File: src/rtl/rf_wb_arbiter.sv
`default_nettype none
// ============================================================================
// Module      : rf_wb_arbiter
// Description : Round-robin arbiter that shares the register-file write port
//               between the ALU and load write-back paths, with a busy
//               scoreboard for RAW hazard stalls.
// Revision    : 1.0 - initial release
// ============================================================================
module rf_wb_arbiter #(
    parameter int DW   = 8,
    parameter int AW   = 3,
    parameter int NREG = 8
) (
    input  logic            clk,
    input  logic            rst,
    input  logic            alu_valid,
    input  logic [AW-1:0]   alu_rd,
    input  logic [DW-1:0]   alu_data,
    output logic            alu_ready,
    input  logic            mem_valid,
    input  logic [AW-1:0]   mem_rd,
    input  logic [DW-1:0]   mem_data,
    output logic            mem_ready,
    output logic            rf_we,
    output logic [AW-1:0]   rf_wa,
    output logic [DW-1:0]   rf_wd,
    input  logic            iss_valid,
    input  logic [AW-1:0]   iss_rd,
    input  logic [AW-1:0]   rs_a,
    input  logic [AW-1:0]   rs_b,
    output logic            hazard,
    output logic [NREG-1:0] busy_mask,
    output logic [7:0]      conflict_cnt
);

    localparam logic [7:0]    c_CNT_MAX = 8'hFF;
    localparam logic [AW-1:0] c_R0      = '0;

    typedef enum logic [0:0] {
        GRANT_ALU = 1'b0,
        GRANT_MEM = 1'b1
    } grant_e;

    grant_e          r_last_grant;
    grant_e          w_next_grant;
    logic            r_rf_we;
    logic [AW-1:0]   r_rf_wa;
    logic [DW-1:0]   r_rf_wd;
    logic [NREG-1:0] r_busy;
    logic [NREG-1:0] w_busy_next;
    logic [7:0]      r_conflict_cnt;

    logic            w_grant_alu;
    logic            w_grant_mem;
    logic            w_xfer;
    logic [AW-1:0]   w_sel_rd;
    logic [DW-1:0]   w_sel_data;
    logic            w_both_valid;

    // Grant: a lone requester wins; on contention the source that did not
    // win last time is served. No grants are issued while in reset.
    always_comb begin
        w_both_valid = alu_valid && mem_valid;
        w_grant_alu  = 1'b0;
        w_grant_mem  = 1'b0;
        if (!rst) begin
            w_grant_alu = alu_valid && (!mem_valid || (r_last_grant == GRANT_MEM));
            w_grant_mem = mem_valid && (!alu_valid || (r_last_grant == GRANT_ALU));
        end
        w_xfer       = w_grant_alu || w_grant_mem;
        w_next_grant = r_last_grant;
        w_sel_rd     = alu_rd;
        w_sel_data   = alu_data;
        if (w_grant_alu) begin
            w_next_grant = GRANT_ALU;
        end else if (w_grant_mem) begin
            w_next_grant = GRANT_MEM;
            w_sel_rd     = mem_rd;
            w_sel_data   = mem_data;
        end
    end

    // Scoreboard: clear on the edge the register file captures the write,
    // then set for the newly issued writer so a same-edge set wins.
    always_comb begin
        w_busy_next = r_busy;
        if (r_rf_we) begin
            w_busy_next[r_rf_wa] = 1'b0;
        end
        if (iss_valid && (iss_rd != c_R0)) begin
            w_busy_next[iss_rd] = 1'b1;
        end
        w_busy_next[0] = 1'b0;
    end

    always_ff @(posedge clk) begin
        if (rst) begin
            r_last_grant   <= GRANT_MEM;
            r_rf_we        <= 1'b0;
            r_rf_wa        <= '0;
            r_rf_wd        <= '0;
            r_busy         <= '0;
            r_conflict_cnt <= '0;
        end else begin
            r_last_grant <= w_next_grant;
            r_busy       <= w_busy_next;
            if (w_xfer) begin
                r_rf_we <= (w_sel_rd != c_R0);
                r_rf_wa <= w_sel_rd;
                r_rf_wd <= w_sel_data;
            end else begin
                r_rf_we <= 1'b0;
            end
            if (w_both_valid && (r_conflict_cnt != c_CNT_MAX)) begin
                r_conflict_cnt <= r_conflict_cnt + 8'd1;
            end
        end
    end

    assign alu_ready    = w_grant_alu;
    assign mem_ready    = w_grant_mem;
    assign rf_we        = r_rf_we;
    assign rf_wa        = r_rf_wa;
    assign rf_wd        = r_rf_wd;
    assign busy_mask    = r_busy;
    assign hazard       = r_busy[rs_a] | r_busy[rs_b];
    assign conflict_cnt = r_conflict_cnt;

endmodule
`default_nettype wire

File: config.mk
export PLATFORM = sky130hd
export DESIGN_NAME = rf_wb_arbiter
export DESIGN_NICKNAME = d
export VERILOG_FILES = /design/src/rtl/rf_wb_arbiter.sv
export SDC_FILE = /design/constraint.sdc
export NUM_CORES = 1
export LEC_CHECK = 0
export ABC_AREA = 1
export CORE_ASPECT_RATIO = 1.75
export CORE_MARGIN = 10
export CORE_UTILIZATION = 25
export DETAILED_ROUTE_END_ITERATION = 10
export REMOVE_ABC_BUFFERS = 1
export SLEW_MARGIN = 15
export SYNTH_ARGS = -nofsm -noshare
export SYNTH_HDL_FRONTEND = slang
export SYNTH_SLANG_ARGS = --single-unit
File: constraint.sdc
create_clock -name clk -period 1.65 [get_ports clk]
set_clock_uncertainty 0.15 [all_clocks]
set_input_delay 0.165 -clock clk [delete_from_list [all_inputs] [get_ports clk]]
set_output_delay 0.165 -clock clk [all_outputs]
set_load 0.01 [all_outputs]
==> flow_summary.yaml <==
worst_setup_path:
  critical_path_class: "reg -> out"
  critPathBufInv: 1
  crit_fanout: 5
  crit_slowest_cell: "clkdlybuf4s50_1"
  critical_path.top_delay_family: "buffers and inverters"
  critical_path_required_ps: 1330
  crit_chain: "clkdlybuf4s50_1"
  worstSetupPathDepth: 1
  worst-r2r-cell-count: 8
  critPathCaptureType: "output pin"
  critPathLaunchType: "flop"
  crit_path_max_incr_delay_ps: 570
  arrival_ps: 1280
yosys:
  synth_mux_area_frac: 0
  syn_area_um2: 1510
  synth_fa_ha_area_frac: 0.00828
  seq_area_frac_synth: 0.371
  synthArstFlopShare: 0
  yosysMostFrequentCell: "nand2_1"
  synth.avg_cell_area_um2: 6.49
  yosys.area.top_type: "dfxtp_1"
  yosys-top-cells-count: "nand2_1 (58), inv_1 (33), dfxtp_1 (28)"
  synth_top_family_by_area: "simple AND/OR/NAND/NOR gates"
  ys_seq_elements: 28
  synth_cells: 233
  synth-compound-area-share: 0.195
  synth.area.top_cells: "dfxtp_1 (37%), nand2_1 (14%), o21ai_0 (8.9%)"
  synthXorXnorAreaFrac: 0.0174
  synth-simple-area-share: 0.288
  yosysUniqueCellTypes: 28
  ys.flop_type: "dfxtp_1"
  synth_top_area_frac: 0.371
  synth_edf_count: 0
  yosys_warnings: 0
sta:
  fin_tns_setup_ps: 0
  period_share: 0.964
  fmax_mhz: 629
  finalSetupViolCount: 0
  hold_viol: 0
  drv_slew: 0
  fin_crit_ps: 1590
  rsz0062_at_grt: "no"
power:
  p_leak_nw: 1.04
  cellPowerDensity_nw_per_um2: 642
  seqPwrFrac: 0.480
  finalPower_w: 0.00155
  peakVddDrop_mv: 0.430
  netSwitchingFraction: 0.264
  p_comb_frac: 0.246
  power_frac_clock: 0.274
  p_int_w: 0.00114
  p_sw_w: 0.000410
floorplan:
  placement_rows: 37
  die_area_um2: 9680
  boundaryPins: 67
  core_area_um2: 5880
  die_h_um: 123
  die_w_um: 78.8
  initial_core_util: 0.257
drt:
  routedLengthMet1_mm: 1.78
  highest_layer: "met4"
  vias_per_cell: 4.39
  ant_nets: 0
  dr_wl_met3_um: 258
  drc: 0
  dr.first_iter.drc_count: 77
  via_count: 1726
  drt_first_pass_iters: 4
  drt_wl_total_mm: 4.58
  dr_wl_met2_mm: 2.43
  wire_per_inst_um: 11.6
global_routing:
  grt.overflow.total: 0
  grt_max_degree: 16
  grtUsageTotal: 0.0935
  grt_pass1_vias: 1747
  antenna_found_initial: 0
  grt_pass1_wl_mm: 7.49
final_layout:
  n_antenna_cell: 0
  syn_to_final_growth_pct: 60.1
  layoutNonFillerInstCount: 393
  finish.instance_area_um2: 2420
  drive_gt1_frac: 0.140
  fin_util: 0.412
  nets: 353
hold_path:
  hold_depth: 3
  hold_path_class: "in -> reg"
cts:
  numCtsBuffers: 3
  cts_tree: "done"
  h-tree-depth: 1
  cts_setup_buffers: 0
  cts.clk_slew.worst_paths_ps: 90
  cts.path.max_buffers: 2
  cts-root-buf: "clkbuf_8"
  numClockSinks: 28
  insertion_delay_ps: 270
placement:
  post_dp_cell_area_um2: 2360
  hpwl_mm: 3.87
  gp_congestion: 0.842
  dp_cells: 389
  io_buffer_count: 65
job:
  cap_violations: 0
status:
  status: "complete, no violations"
[tightest hold or removal path, cell delays in order]
cell             delay [ps]
clkdlybuf4s50_1         400
a21oi_1                 120
nor2_1                   40
[per-layer routing]
metal  GRT usage  up-vias
met3      0.0190        6
met4      0.0462        0
met2       0.182       50
met1      0.0895      758
met5           0        -
li1            -      912
[area by class of cell]
type	instances	area, µm²
Multi-Input combinational cell	163	772
Fill cell	619	3460
Inverter	35	131
Clock buffer	4	55.1
Timing Repair Buffer	85	791
Tap cell	78	97.6
Sequential cell	28	573
[per-stage QoR]
stage	hold WS, ps	worst slack, ps
after global placement	350	-355
final	345	59.9
after global routing	370	0.934
after floorplan	81.9	151
after CTS	337	6.98
after detailed placement	364	-370
[placed cells by master, fill, tap and decap left out, types with 2 or more instances in the layout]
master,netlist,layout
clkbuf_8,0,4
clkdlybuf4s50_1,0,60
dfxtp_2,0,10
nor2_1,22,22
o21ai_0,27,26
o211ai_1,2,2
nand4_1,8,8
dfxtp_1,28,18
inv_1,33,32
a21oi_1,19,19
nand2_1,58,58
o21ai_1,3,4
nand3_1,9,9
xor2_1,2,2
nor2_2,2,2
inv_2,2,3
dlygate4sd2_1,0,4
buf_4,1,20
[registers in the layout (all words and copies together) (netlist names)]
name / cells
rf_wa: 3
conflict_cnt: 8
rf_we: 1
r_last_grant: 1
rf_wd: 8
busy_mask: 7
[kinds of logic (layout without fill, tap and decap cells)]
kind of cell	Yosys count	count (layout)
compound gates	55	55
flops	28	28
simple gates	103	103
other cells	1	1
fa+ha+maj	1	1
buf+inv	42	124
xor+xnor	3	3
[worst paths after layout]
check	from	to	slack, ps
worst min register to register	conflict_cnt[3]	conflict_cnt[3]	360
worst max register to register	conflict_cnt[1]	conflict_cnt[0]	190
worst max-delay path	conflict_cnt[4]	conflict_cnt[4]	60
worst min-delay path	alu_data[4]	rf_wd[4]	350
[timing repair]
| item | in CTS | in global routing |
|---|---|---|
| hold buffers | 0 | 0 |
| setup endpoints to repair | 4 | 11 |
| gates resized for setup | 9 | 11 |
[power by group through the flow]
stage | logic (W) | clock network, W | registers, W
floorplan | 0.000126 | 0 | 0.000771
finish | 0.000383 | 0.000426 | 0.000746
detailed placement | 0.000394 | 0 | 0.000760
CTS | 0.000391 | 0.000448 | 0.000745
global placement | 0.000390 | 0 | 0.000759
global route | 0.000427 | 0.000469 | 0.000753
No activity file was read; power rests on OpenSTA's default activity.
